### src/rtl/multicycle_control_pkg.sv
// Shared types and encodings for the multi-cycle RV32I control FSM.
// Mux-select and ALU encodings match what the datapath muxes expect.
package multicycle_control_pkg;

  typedef enum logic [3:0] {
    StFetch,
    StDecode,
    StMemAdr,
    StMemRead,
    StMemWb,
    StMemWrite,
    StExecR,
    StExecI,
    StAluWb,
    StBranch,
    StJal,
    StTrap
  } state_t;

  typedef enum logic [1:0] {
    AluOpAdd   = 2'b00,
    AluOpSub   = 2'b01,
    AluOpFunct = 2'b10
  } alu_op_t;

  localparam logic [6:0] OpLoad   = 7'b0000011;
  localparam logic [6:0] OpStore  = 7'b0100011;
  localparam logic [6:0] OpRtype  = 7'b0110011;
  localparam logic [6:0] OpItype  = 7'b0010011;
  localparam logic [6:0] OpBranch = 7'b1100011;
  localparam logic [6:0] OpJal    = 7'b1101111;

  localparam logic [2:0] AluAdd = 3'b000;
  localparam logic [2:0] AluSub = 3'b001;
  localparam logic [2:0] AluAnd = 3'b010;
  localparam logic [2:0] AluOr  = 3'b011;
  localparam logic [2:0] AluSlt = 3'b101;

  localparam logic [1:0] ResAluOut    = 2'b00;
  localparam logic [1:0] ResData      = 2'b01;
  localparam logic [1:0] ResAluResult = 2'b10;

  localparam logic [1:0] SrcAPc    = 2'b00;
  localparam logic [1:0] SrcAOldPc = 2'b01;
  localparam logic [1:0] SrcARd1   = 2'b10;

  localparam logic [1:0] SrcBRd2  = 2'b00;
  localparam logic [1:0] SrcBImm  = 2'b01;
  localparam logic [1:0] SrcBFour = 2'b10;

  localparam logic [1:0] ImmI = 2'b00;
  localparam logic [1:0] ImmS = 2'b01;
  localparam logic [1:0] ImmB = 2'b10;
  localparam logic [1:0] ImmJ = 2'b11;

  function automatic logic [1:0] imm_src_of(input logic [6:0] opcode);
    case (opcode)
      OpStore:  return ImmS;
      OpBranch: return ImmB;
      OpJal:    return ImmJ;
      default:  return ImmI;
    endcase
  endfunction

endpackage

### src/rtl/multicycle_control_alu_decoder.sv
// Maps the FSM's ALU operation class plus funct fields onto the ALU control code.
// bad_funct flags funct3 values the datapath ALU cannot execute.
module multicycle_control_alu_decoder
  import multicycle_control_pkg::*;
(
  input  alu_op_t    alu_op,
  input  logic [2:0] funct3,
  input  logic       op5,
  input  logic       funct7_5,
  output logic [2:0] alu_control,
  output logic       bad_funct
);

  always_comb begin
    alu_control = AluAdd;
    bad_funct   = 1'b0;
    case (alu_op)
      AluOpAdd: alu_control = AluAdd;
      AluOpSub: alu_control = AluSub;
      AluOpFunct: begin
        case (funct3)
          // op5 separates R-type from I-type so addi with imm[10] set still adds
          3'b000:  alu_control = (op5 && funct7_5) ? AluSub : AluAdd;
          3'b010:  alu_control = AluSlt;
          3'b110:  alu_control = AluOr;
          3'b111:  alu_control = AluAnd;
          default: bad_funct = 1'b1;
        endcase
      end
      default: alu_control = AluAdd;
    endcase
  end

endmodule

### src/rtl/multicycle_control.sv
// Control FSM for the shared-ALU multi-cycle RV32I datapath: sequences each instruction
// and drives every datapath select/enable; parks in a sticky trap on unsupported encodings.
module multicycle_control
  import multicycle_control_pkg::*;
#(
  parameter int unsigned DATA_WIDTH = 32
) (
  input  logic                  clk,
  input  logic                  rst,
  input  logic [DATA_WIDTH-1:0] instr,
  input  logic                  zero,
  input  logic                  mem_ready,
  output logic                  PCWrite,
  output logic                  AdrSrc,
  output logic                  MemWrite,
  output logic                  IRWrite,
  output logic                  RegWrite,
  output logic [1:0]            ResultSrc,
  output logic [1:0]            ALUSrcA,
  output logic [1:0]            ALUSrcB,
  output logic [1:0]            ImmSrc,
  output logic [2:0]            ALUControl,
  output logic                  retire,
  output logic                  illegal
);

  state_t     state_q, state_d;
  alu_op_t    alu_op;
  logic [6:0] opcode;
  logic [2:0] funct3;
  logic       pc_update;
  logic       branch;
  logic       branch_ok;
  logic       bad_funct;
  logic       unused_instr;

  assign opcode       = instr[6:0];
  assign funct3       = instr[14:12];
  assign branch_ok    = (funct3[2:1] == 2'b00);
  assign unused_instr = ^{instr[DATA_WIDTH-1:31], instr[29:15], instr[11:7]};

  multicycle_control_alu_decoder u_alu_decoder (
    .alu_op      (alu_op),
    .funct3      (funct3),
    .op5         (instr[5]),
    .funct7_5    (instr[30]),
    .alu_control (ALUControl),
    .bad_funct   (bad_funct)
  );

  always_ff @(posedge clk) begin
    if (rst) begin
      state_q <= StFetch;
    end else begin
      state_q <= state_d;
    end
  end

  always_comb begin
    state_d = state_q;
    case (state_q)
      StFetch:   if (mem_ready) state_d = StDecode;
      StDecode: begin
        case (opcode)
          OpLoad, OpStore: state_d = StMemAdr;
          OpRtype:         state_d = StExecR;
          OpItype:         state_d = StExecI;
          OpBranch:        state_d = StBranch;
          OpJal:           state_d = StJal;
          default:         state_d = StTrap;
        endcase
      end
      StMemAdr:   state_d = (opcode == OpLoad) ? StMemRead : StMemWrite;
      StMemRead:  if (mem_ready) state_d = StMemWb;
      StMemWb:    state_d = StFetch;
      StMemWrite: if (mem_ready) state_d = StFetch;
      StExecR, StExecI: state_d = bad_funct ? StTrap : StAluWb;
      StAluWb:    state_d = StFetch;
      StBranch:   state_d = branch_ok ? StFetch : StTrap;
      StJal:      state_d = StAluWb;
      StTrap:     state_d = StTrap;
      default:    state_d = StTrap;
    endcase
  end

  always_comb begin
    PCWrite   = 1'b0;
    AdrSrc    = 1'b0;
    MemWrite  = 1'b0;
    IRWrite   = 1'b0;
    RegWrite  = 1'b0;
    ResultSrc = ResAluOut;
    ALUSrcA   = SrcAPc;
    ALUSrcB   = SrcBRd2;
    ImmSrc    = ImmI;
    retire    = 1'b0;
    illegal   = 1'b0;
    pc_update = 1'b0;
    branch    = 1'b0;
    alu_op    = AluOpAdd;
    case (state_q)
      StFetch: begin
        ALUSrcB   = SrcBFour;
        ResultSrc = ResAluResult;
        IRWrite   = mem_ready;
        pc_update = mem_ready;
      end
      StDecode: begin
        // ALU precomputes OldPC+imm so the branch target sits in ALUOut
        ALUSrcA = SrcAOldPc;
        ALUSrcB = SrcBImm;
        ImmSrc  = imm_src_of(opcode);
      end
      StMemAdr: begin
        ALUSrcA = SrcARd1;
        ALUSrcB = SrcBImm;
        ImmSrc  = imm_src_of(opcode);
      end
      StMemRead: AdrSrc = 1'b1;
      StMemWb: begin
        ResultSrc = ResData;
        RegWrite  = 1'b1;
        retire    = 1'b1;
      end
      StMemWrite: begin
        AdrSrc   = 1'b1;
        MemWrite = 1'b1;
        retire   = mem_ready;
      end
      StExecR: begin
        ALUSrcA = SrcARd1;
        ALUSrcB = SrcBRd2;
        alu_op  = AluOpFunct;
      end
      StExecI: begin
        ALUSrcA = SrcARd1;
        ALUSrcB = SrcBImm;
        ImmSrc  = imm_src_of(opcode);
        alu_op  = AluOpFunct;
      end
      StAluWb: begin
        RegWrite = 1'b1;
        retire   = 1'b1;
      end
      StBranch: begin
        ALUSrcA = SrcARd1;
        ALUSrcB = SrcBRd2;
        alu_op  = AluOpSub;
        branch  = branch_ok;
        retire  = branch_ok;
      end
      StJal: begin
        ALUSrcA   = SrcAOldPc;
        ALUSrcB   = SrcBFour;
        pc_update = 1'b1;
      end
      StTrap:  illegal = 1'b1;
      default: ;
    endcase
    // funct3[0] inverts the zero test: beq takes on zero, bne on non-zero
    PCWrite = pc_update | (branch & (zero ^ funct3[0]));
    if (rst) begin
      PCWrite  = 1'b0;
      MemWrite = 1'b0;
      IRWrite  = 1'b0;
      RegWrite = 1'b0;
      retire   = 1'b0;
      illegal  = 1'b0;
    end
  end

endmodule

### config.mk
export PLATFORM = sky130hd
export DESIGN_NAME = multicycle_control
export DESIGN_NICKNAME = d
export VERILOG_FILES = /design/src/rtl/multicycle_control_pkg.sv /design/src/rtl/multicycle_control_alu_decoder.sv /design/src/rtl/multicycle_control.sv
export SDC_FILE = /design/constraint.sdc
export NUM_CORES = 1
export LEC_CHECK = 0
export CAP_MARGIN = 5
export CORE_MARGIN = 2
export CORE_UTILIZATION = 34
export DETAILED_ROUTE_END_ITERATION = 8
export GPL_TIMING_DRIVEN = 0
export PLACE_DENSITY = 0.89
export SYNTH_ARGS = -nofsm -noshare
export SYNTH_HDL_FRONTEND = slang
export SYNTH_SLANG_ARGS = --single-unit
### constraint.sdc
create_clock -name clk -period 2.41 [get_ports clk]
set_input_delay 0.482 -clock clk [delete_from_list [all_inputs] [get_ports clk]]
set_output_delay 0.482 -clock clk [all_outputs]
set_load 0.02 [all_outputs]
## Word-level counts from Yosys, hierarchy flattened

Index checks and enable logic that the tools add are counted.
Widths: inputs -> output; s select.

| storage, ports and cells | value |
|---|---|
| register bits | 4 |
| output and inout bits | 18 |
| input port bits | 36 |
| logic and storage cells | 76 |

| operators by class | value |
|---|---|
| bitwise gates (word level) | 3 |
| mux-type cells | 33 |
| equal/unequal tests | 25 |
| reductions and logical operators | 14 |

Operators with widths:

| kind | number |
|---|---|
| $pmux 4 s9 | 1 |
| $pmux 4 s5 | 1 |
| $eq 4x3->1 const B | 4 |
| $eq 4x4->1 const B | 4 |
| $mux 4 | 4 |
| $pmux 2 s2 | 4 |
| $mux 1 | 15 |
| $eq 7x6->1 const B | 2 |
| $eq 7x7->1 const B | 2 |
| $pmux 3 s4 | 1 |
| $reduce_or 2->1 | 6 |
| $eq 4x2->1 const B | 2 |
| $reduce_or 4->1 | 2 |
| $eq 7x2->1 const B | 1 |
| $eq 7x5->1 const B | 1 |
| $eq 3x3->1 const B | 2 |
| $ne 2x2->1 const B | 3 |
| $pmux 2 s3 | 1 |
| $pmux 3 s2 | 1 |
| $eq 4x1->1 const B | 1 |
| $logic_not 4->1 | 1 |
| $mux 2 | 2 |
| $eq 3x2->1 const B | 1 |
| $logic_not 3->1 | 1 |
| 12 further kinds | 12 |

## Logic depth before layout (Yosys ltp)

Gate-level depths: netlist of the first run.

| depth | value |
|---|---|
| word-level depth | 7 |
| depth in mapped cells | 9 |
| gate-level depth less buffers | 7 |

## By module

Synthesis of the first run repeated with hierarchy kept, for this count alone.

| unflattened totals | value |
|---|---|
| cells, all modules | 116 |
| area, all modules | 817.0 µm² |

By module, submodules not included:

| module | area each (µm²) | seq. area each (µm²) | cells each | instances |
|---|---|---|---|---|
| multicycle_control | 704.4 | 80.1 | 101 | 1 |
| multicycle_control_alu_decoder | 112.6 | 0.0 | 15 | 1 |

## Worst setup path before layout of the first run

Ideal clock, no wire load.

| path | value |
|---|---|
| path type | reg-to-output |
| start | register state_q[2] |
| end | output IRWrite |
| stages on the path, launching flop included | 5 |
| buffers on the path | 2 |
| data required time | 1.928 ns |
| slack | 0.166 ns |
| data arrival time | 1.762 ns |
| cell sequence | dfxtp_1 > buf_6 > clkbuf_1 > nor4_1 > and3b_1 |

| between the ends | value |
|---|---|
| longest elaborated chain between the ends | 3 |

Ends and longest elaborated chain:

| element | line | text |
|---|---|---|
| from (decl) | multicycle_control.sv:27 | `state_t state_q, state_d;` |
| from (signal assigned) | multicycle_control.sv:53 | `state_q <= StFetch;` |
| from (signal assigned) | multicycle_control.sv:55 | `state_q <= state_d;` |
| $logic_not 4->1 | multicycle_control.sv:101 | `case (state_q)` |
| $mux 1 | multicycle_control.sv:101 |  |
| $mux 1 | multicycle_control.sv:162 | `if (rst) begin` |
| to (decl) | multicycle_control.sv:16 | `output logic IRWrite,` |

Every way passes these cells.

## Final worst setup path of the first run

| path | value |
|---|---|
| start | register state_q[2] |
| end | output ALUSrcA[1] |

| between the ends | value |
|---|---|
| longest elaborated chain between the ends | 3 |
| elaborated cells between the ends (all ways) | 9 |
| those cells by class | 6 x eq/ne; 1 x mux; 2 x reduce/logical |

Ends and longest elaborated chain:

| element | line | text |
|---|---|---|
| $eq 4x3->1 (tied with other cells) | multicycle_control.sv:101 |  |
| $reduce_or 4->1 (no line) / $reduce_or 2->1 (equally long branches) | -- |  |
| $pmux 2 s2 * | multicycle_control.sv:101 |  |
| to (decl) | multicycle_control.sv:19 | `output logic [1:0] ALUSrcA,` |

Every way passes the cells marked *; elsewhere a longest branch is shown, timed or not.

==> results of run 1 <==
[report_power, final]
| part | internal, mW | switching (mW) | leakage [nW] |
|---|---|---|---|
| clock | 0.0559 | 0.0302 | 0.0138 |
| combinational | 0.463 | 0.588 | 0.470 |
| sequential | 0.0961 | 0.0217 | 0.0333 |
[timing repair]
| action | 4_1_cts | 5_1_grt |
|---|---|---|
| pin swaps | 0 | 1 |
| setup endpoints to repair | 13 | 10 |
| resized for setup | 43 | 18 |
| gates cloned | 0 | 0 |
[cell usage in the layout (no fill, tap or decap), types with 4 or more instances in the layout]
master,count
nor3_1,10
nor4_1,4
o21ai_0,4
clkdlybuf4s50_1,18
a21oi_1,5
nor2b_1,4
nand2_1,9
nor2_1,19
buf_4,6
buf_2,4
dlymetal6s2s_1,4
nand2b_1,5
[layout make-up]
class	instances	area (sq um)	share of cell area [%]
Buffer	9	76.3	6.62
Clock buffer	3	22.5	1.95
Inverter	4	15.0	1.30
Multi-Input combinational cell	99	632	54.8
Sequential cell	4	81.3	7.05
Tap cell	27	33.8	2.93
Timing Repair Buffer	31	293	25.4
[routing by layer]
layer  GRT usage, %  routed length (microns)  up-vias
met5              0                        0        -
met4           10.4                       44        0
met3           4.76                      198        7
met2           34.9                     1240       57
met1           23.1                     1010      453
li1               -                        -      486
[path summary, 6_finish.rpt]
check	start	to	slack, ns
max reg2reg	state_q[2]	state_q[0]	0.67
max	state_q[2]	ALUSrcA[1]	0.03
min	state_q[1]	state_q[1]	0.69
min reg2reg	state_q[1]	state_q[1]	0.69
[logic make-up after synthesis]
kind of cell             synth area share [%]
AO/OA/AOI/OAI                            19.1
AND/OR/NAND/NOR                          51.8
adder cells (fa/ha/maj)                  3.41
flip-flops                               10.9
buffers and inverters                    8.69
multiplexers                             1.36
XOR/XNOR                                 4.77
[worst max-delay path: stages (launching register included)]
cell             delay [ns]
dfxtp_1                0.30
buf_6                  0.14
nand2b_4               0.17
or3_4                  0.36
nand3_1                0.09
clkdlybuf4s50_1        0.60
[synthesized netlist by cell type (all sizes together), types with 3 or more instances]
cell    instances
inv             4
nand2           9
and3b           3
nor2           19
a21oi           5
buf             5
nor3           12
dfxtp           4
clkbuf          4
a31oi           3
nand3           3
nor4            6
o21ai           6
nand2b          6
nor2b           5
[metrics by stage]
stage,setup WS (ns),power (mW)
detailed placement,-0.477,1.10
CTS,0.00467,1.22
global placement,-0.494,1.08
floorplan,0.166,0.763
finish,0.0285,1.25
global route,-0.0116,1.34
==> reports/metrics.cfg, run 1 <==
[min_path]
worstHoldPathType = reg2reg
whs_path_depth = 2

[placed_design]
dpl_cell_area_sq_um = 1080
gp_congestion = 0.913
dp_hpwl_mm = 1.80
place_inst = 174
portBuffers = 31

[grt]
grt_usage_pct = 20.2
grt_max_degree = 11
antenna_found_initial = 0
overflow = 0
grt_pass1_vias = 940
grt_pass1_wl_mm = 4.01

[cts]
htreeDepth = 1
clk_pin_slew_ns = 0.04
cts_buffers = 3
insertion_delay_ns = 0.24
cts_tree = built
root_buffer = clkbuf_4
cts_sinks = 4
cts_buffer_depth = 2
hold_buffers = 0
cts_setup_buffers = 0

[floorplan]
die_w_microns = 50.5
rows = 16
start_util_pct = 36.7
dieArea_sq_um = 2550
die_h_microns = 50.5
core_region_area_sq_um = 2000
ios = 54

[yosys]
syn_avg_cell_area_sq_um = 6.33
yosys-top-cells-area = dfxtp_1 11%, nor2_1 9.7%, nor3_1 7.5%
synth-main-ff-cell = dfxtp_1
yosysWarnings = 0
synth_seq_cells = 4
synthArstFlopShare_pct = 0
synth_top_area_share_pct = 10.9
ys_seq_area_share_pct = 10.9
synth_edf_count = 0
syn_inst = 116
synth_top_cell_by_area = dfxtp_1
syn_area_sq_um = 734
synth_nets = 154
yosysUniqueCellTypes = 36

[power]
power_leakage_nw = 0.517
powerDensity_nw_per_um2 = 1090
peakVddDrop_mv = 0.592

[cells_and_area]
finalNonFillerCells = 177
largest_reg_flops = 4
largest-register = state_q
antennaDiodeCount = 0
largestRegisters = state_q x4
fill_cells = 210
final_util_pct = 57.6
design_area_sq_um = 1150
drive_gt1_share_pct = 20.7
area_growth_pct = 57.1
nNetsFinal = 190

[timing]
fmaxAchievable_mhz = 420
hold_viol = 0
clock_skew_ns = 0.00515
hold_ws_ns = 0.691
finalCritPeriodShare_pct = 98.8
tns_ns = 0
rsz0062_at_grt = true
fin_crit_ns = 2.38
timing.slew.headroom_pct = 70.3
drv_slew = 0
setup_violations = 0
max_slew.worst_pin.slew_ns = 0.441

[routing]
drtIter0Drc = 30
wl_per_cell_microns = 14.1
ant_nets = 0
totalWireLength_mm = 2.49
dr.pass1.iters = 4
via_per_inst = 5.67
drc = 0
vias = 1003

[setup_path]
end_kind = primary output
rr_worst_depth = 9
worst-path-max-fanout = 10
worst_ep_required_time_ns = 1.93
criticalPathCategory = reg2out
crit_arrival_ns = 1.90
start_kind = register

[status]
status = finished, final reports clean

[job]
max_cap_viol_count = 0

(Power assumes the default switching activity.)
==> run 2: changes to the inputs <==
--- a/config.mk
+++ b/config.mk
@@ -6,11 +6,14 @@
 export NUM_CORES = 1
 export LEC_CHECK = 0
 export CAP_MARGIN = 5
+export CELL_PAD_IN_SITES_DETAIL_PLACEMENT = 1
+export CELL_PAD_IN_SITES_GLOBAL_PLACEMENT = 1
 export CORE_MARGIN = 2
-export CORE_UTILIZATION = 34
+export CORE_UTILIZATION = 22
+export CTS_BUF_LIST = sky130_fd_sc_hd__clkbuf_8
 export DETAILED_ROUTE_END_ITERATION = 8
 export GPL_TIMING_DRIVEN = 0
-export PLACE_DENSITY = 0.89
+export PLACE_DENSITY = 0.9
 export SYNTH_ARGS = -nofsm -noshare
 export SYNTH_HDL_FRONTEND = slang
 export SYNTH_SLANG_ARGS = --single-unit
==> run 2 against run 1 <==
First-iteration DRC count fell by 37%. Worst hold slack got worse by 0.0060 ns. Maximum frequency rose by 1.0%. Sequential cell count did not move. Total power rose by 5.4%. Count of clock-buffer cells in the layout did not move. Register-to-register slack got worse by 0.05 ns. Critical path depth did not move. Clock skew fell by 0.0048 ns. Critical endpoint unchanged. Largest cell class unchanged. Largest power group unchanged.
==> reports/metrics.cfg, run 2 (same netlist as run 1, synthesis figures left out) <==
[status]
status = finished, final reports clean

[floorplan]
rows = 20  ; +4
die_w_microns = 61.8  ; +22%
ios = 54  ; unchanged
core_region_area_sq_um = 3100  ; +55%
dieArea_sq_um = 3820  ; +50%
start_util_pct = 23.7  ; -13 points
die_h_microns = 61.8  ; +22%

[cts]
insertion_delay_ns = 0.21  ; -0.03 ns
htreeDepth = 1  ; unchanged
cts_sinks = 4  ; unchanged
cts_buffer_depth = 2  ; unchanged
cts_tree = built
root_buffer = clkbuf_8
cts_buffers = 3  ; unchanged
cts_setup_buffers = 0  ; unchanged
clk_pin_slew_ns = 0.03  ; about the same

[routing]
ant_nets = 0  ; unchanged
drc = 0  ; unchanged
totalWireLength_mm = 2.69  ; +8.0%
drtIter0Drc = 19  ; -37%
dr.pass1.iters = 4  ; unchanged
wl_per_cell_microns = 13.9  ; -1.4%
vias = 981  ; -2.2%
via_per_inst = 5.06  ; -11%

[grt]
antenna_found_initial = 0  ; unchanged
grt_usage_pct = 15.2  ; -5.0 points
grt_pass1_wl_mm = 4.46  ; +11%
grt_pass1_vias = 999  ; +6.3%
grt_max_degree = 11  ; unchanged
overflow = 0  ; unchanged

[timing]
tns_ns = 0  ; unchanged
fmaxAchievable_mhz = 424  ; +1.0%
timing.final.ws_setup_ns = 0.0530  ; +0.0244 ns
timing.slew.headroom_pct = 68.5  ; -1.8 points
drv_slew = 0  ; unchanged
max_slew.worst_pin.slew_ns = 0.472  ; +0.0311 ns
clock_skew_ns = 0.000337  ; -0.00481 ns
hold_viol = 0  ; unchanged
hold_ws_ns = 0.685  ; -0.00600 ns
finalCritPeriodShare_pct = 97.8  ; -1.0 points
fin_crit_ns = 2.36  ; -0.0244 ns
setup_violations = 0  ; unchanged

[cells_and_area]
final_cell_mix = 19 x nor2_1, 17 x clkdlybuf4s50_1, 10 x nor3_1, 8 x nand2_1
final_common_cell = nor2_1
drive_gt1_share_pct = 22.7  ; +2.0 points
antennaDiodeCount = 0  ; unchanged
area_growth_pct = 64.6
largest_reg_flops = 4  ; unchanged
largest-register = state_q
design_area_sq_um = 1210  ; +4.8%
nNetsFinal = 190  ; unchanged
largestRegisters = state_q x4
finalNonFillerCells = 194  ; +9.6%

[setup_path]
start_kind = register
crit_arrival_ns = 1.88  ; -0.02 ns
criticalPathCategory = reg2out
rrSetupSlack_ns = 0.62  ; -0.05 ns
worst-path-max-fanout = 10  ; unchanged
worst_ep_required_time_ns = 1.93  ; about the same
end_kind = primary output

[power]
peakVddDrop_mv = 0.286  ; -52%
power_leakage_nw = 0.515  ; -0.52%
powerDensity_nw_per_um2 = 1090  ; +0.58%

[placed_design]
gp_congestion = 0.928  ; +1.7%
post-place-ws_ns = -0.515  ; -0.0379 ns
portBuffers = 31  ; unchanged
place_inst = 191  ; +9.8%
dp_hpwl_mm = 2.11  ; +18%
dpl_cell_area_sq_um = 1100  ; +2.0%

[min_path]
worstHoldPathType = reg2reg

[job]
max_cap_viol_count = 0  ; unchanged

==> run 2: worst paths after layout <==
path | start | endpoint | cells past startpoint
worst max-delay path | state_q[2] | ALUSrcA[1] | 5
worst max register to register | state_q[2] | state_q[0] | 9
worst min-delay path | state_q[1] | state_q[1] | 2
worst min register to register | state_q[1] | state_q[1] | 2
==> run 2: area by class of cell <==
class,count,area (sq um)
repair buffers,31,293
plain buffers,9,71.3
clock buffers,3,41.3
fillers,406,1890
flip-flops and latches,4,81.3
multi-input cells,99,652
inverters,4,15.0
well taps,44,55.1
==> run 2: worst max-delay path: stages (launching register included) <==
cell and delay, ns:
dfxtp_1 0.29, buf_6 0.14, nand2b_4 0.17, or3_4 0.37
nand3_1 0.09, clkdlybuf4s50_1 0.60
==> run 2: power by group <==
group / switching (mW) / total (mW) / internal [mW]
combinational: 0.601 / 1.07 / 0.468
clock: 0.0313 / 0.138 / 0.106
sequential: 0.0190 / 0.115 / 0.0962
==> run 2: metrics by stage <==
stage	power (mW)	util, %
2_1_floorplan	0.763	-
3_3_place_gp	1.08	35.4
3_5_place_dp	1.12	35.4
4_1_cts	1.29	37.4
5_1_grt	1.44	39.0
6_report	1.32	39.0
==> run 2: routing by layer <==
layer / share of wire [%] / GRT usage [%] / routed length (microns)
met5: 0 / 0 / 0
met4: 1.4 / 3.65 / 39
met3: 4.3 / 0.828 / 116
met2: 48 / 26.9 / 1300
met1: 46 / 20.2 / 1240
==> run 2: timing repair <==
action                     CTS  global route
setup endpoints to repair   12             8
gates resized for setup     47            14
pin swaps                    0             0
hold buffers                 0             0
==> run 3: changes to the inputs <==
--- a/config.mk
+++ b/config.mk
@@ -13,6 +13,7 @@
 export CTS_BUF_LIST = sky130_fd_sc_hd__clkbuf_8
 export DETAILED_ROUTE_END_ITERATION = 8
 export GPL_TIMING_DRIVEN = 0
+export MAX_ROUTING_LAYER = met4
 export PLACE_DENSITY = 0.9
 export SYNTH_ARGS = -nofsm -noshare
 export SYNTH_HDL_FRONTEND = slang
==> run 3 against run 2 <==
Via count grew 1.0%. Non-clock buffer count is the same. Clock skew grew 0.0043 ns. Die area is the same. Register-to-register slack lost 0.04 ns. First-iteration DRC count shrank 5.3%. Utilization grew 0.081 points. Clock power is essentially flat. Count of clock-buffer cells in the layout is the same. Global-route usage grew 1.4 points. Sequential share of layout area is essentially flat. Critical path depth is the same.
==> reports/metrics.cfg, run 3 (same netlist as run 1, synthesis figures left out) <==
[routing]
via_per_inst = 5.11  ; +1.0%
wl_per_cell_microns = 14.3  ; +3.0%
drtIter0Drc = 18  ; -1
drc = 0  ; unchanged
ant_nets = 0  ; unchanged
totalWireLength_mm = 2.78  ; +3.0%
dr.pass1.iters = 4  ; unchanged
vias = 991  ; +1.0%

[cells_and_area]
largestRegisters = state_q x4
antennaDiodeCount = 0  ; unchanged
final_common_cell = nor2_1
area_growth_pct = 64.9
largest_reg_flops = 4  ; unchanged
final_util_pct = 39.0  ; +0.081 points
final_cell_mix = 19 x nor2_1, 18 x clkdlybuf4s50_1, 10 x nor3_1, 9 x nand2_1
drive_gt1_share_pct = 20.7  ; -2.0 points
largest-register = state_q
nNetsFinal = 190  ; unchanged

[setup_path]
slowest_delay_ns = 0.54  ; -0.06 ns
end_kind = primary output
crit_arrival_ns = 1.88  ; about the same
critical-path-slowest-cell = or4_4
crit_path_cell_trace = clkdlybuf4s50_1 -> inv_2 -> or4_4 -> nor2_1 -> buf_2
criticalPathCategory = in2out
start_kind = input pin
worst_ep_required_time_ns = 1.93  ; about the same
worst-path-buf-inv = 3  ; +1
cp_top_family = buffers and inverters
worst-path-max-fanout = 5  ; -5

[placed_design]
portBuffers = 31  ; unchanged
dp_hpwl_mm = 2.15  ; +1.6%
gp_congestion = 0.945  ; +1.9%

[cts]
hold_buffers = 0  ; unchanged
cts_buffer_depth = 2  ; unchanged
clk_pin_slew_ns = 0.03  ; about the same
cts_sinks = 4  ; unchanged
insertion_delay_ns = 0.22  ; about the same
cts_buffers = 3  ; unchanged
cts_tree = built
htreeDepth = 1  ; unchanged
root_buffer = clkbuf_8

[timing]
max_slew.worst_pin.slew_ns = 0.436  ; -0.0363 ns
fin_crit_ns = 2.36  ; +0.000599 ns
clock_skew_ns = 0.00463  ; +0.00430 ns
finalCritPeriodShare_pct = 97.8  ; about the same
fmaxAchievable_mhz = 424  ; about the same
hold_ws_ns = 0.707  ; +0.0227 ns
drv_slew = 0  ; unchanged
timing.slew.headroom_pct = 70.7  ; +2.2 points
hold_viol = 0  ; unchanged
setup_violations = 0  ; unchanged

[power]
powerDensity_nw_per_um2 = 1090  ; -0.48%
peakVddDrop_mv = 0.267  ; -6.5%
power_mw = 1.32  ; -0.28%
power_leakage_nw = 0.531  ; +3.1%

[floorplan]
core_region_area_sq_um = 3100  ; unchanged
ios = 54  ; unchanged
die_h_microns = 61.8  ; unchanged
dieArea_sq_um = 3820  ; unchanged
rows = 20  ; unchanged
start_util_pct = 23.7  ; unchanged
die_w_microns = 61.8  ; unchanged

[status]
status = finished, final reports clean

[grt]
grt_usage_pct = 16.7  ; +1.4 points
grt_pass1_wl_mm = 4.66  ; +4.3%
grt_max_degree = 11  ; unchanged
overflow = 0  ; unchanged
antenna_found_initial = 0  ; unchanged
grt_pass1_vias = 1041  ; +4.2%

[min_path]
worstHoldPathType = reg2reg

[job]
max_cap_viol_count = 0  ; unchanged

## run 3: tightest hold or removal path, stage by stage (launching register included)
cell and delay (ns):
dfxtp_2 0.35, and3b_1 0.26, a211oi_2 0.05
## run 3: final timing paths
| path | start | to | slack (ns) | cells after the start |
|---|---|---|---|---|
| worst max-delay path | instr[5] | ImmSrc[0] | 0.05 | 5 |
| worst min-delay path | state_q[1] | state_q[1] | 0.71 | 2 |
| worst min register to register | state_q[1] | state_q[1] | 0.71 | 2 |
| worst max register to register | state_q[2] | state_q[0] | 0.58 | 9 |
## run 3: power breakdown
part	leakage, nW	internal, mW	switching [mW]
clock	0.0216	0.106	0.0344
sequential	0.0333	0.0962	0.0193
combinational	0.476	0.464	0.598
## run 3: final cells by class
type | count | area, sq um
fillers | 400 | 1890
clock buffers | 3 | 41.3
plain buffers | 9 | 72.6
repair buffers | 31 | 300
multi-input cells | 99 | 646
well taps | 44 | 55.1
inverters | 4 | 15.0
flip-flops and latches | 4 | 81.3
## run 3: per-layer routing
layer | GRT usage [%] | up-vias | share of wire [%]
met2 | 29.6 | 35 | 52
li1 | - | 484 | -
met5 | - | - | 0
met1 | 19.8 | 468 | 42
met3 | 1.04 | 4 | 4.9
met4 | 5.78 | 0 | 1.2
## run 3: stage by stage
| step | cell area, sq um | instances | setup TNS, ns | setup slack (ns) |
|---|---|---|---|---|
| final | 1210 | 194 | 0 | 0.0524 |
| after global routing | 1210 | 194 | -0.000679 | -0.000679 |
| after CTS | 1150 | 194 | -0.324 | -0.123 |
| after detailed placement | 1100 | 191 | -3.10 | -0.611 |
| after global placement | 1100 | 191 | -2.54 | -0.509 |
| after floorplan | 734 | 116 | 0 | 0.166 |
## run 3: timing repair
action	CTS	global route
pin swaps	0	1
resized for setup	36	27
setup endpoints to repair	13	12
setup buffers	0	0
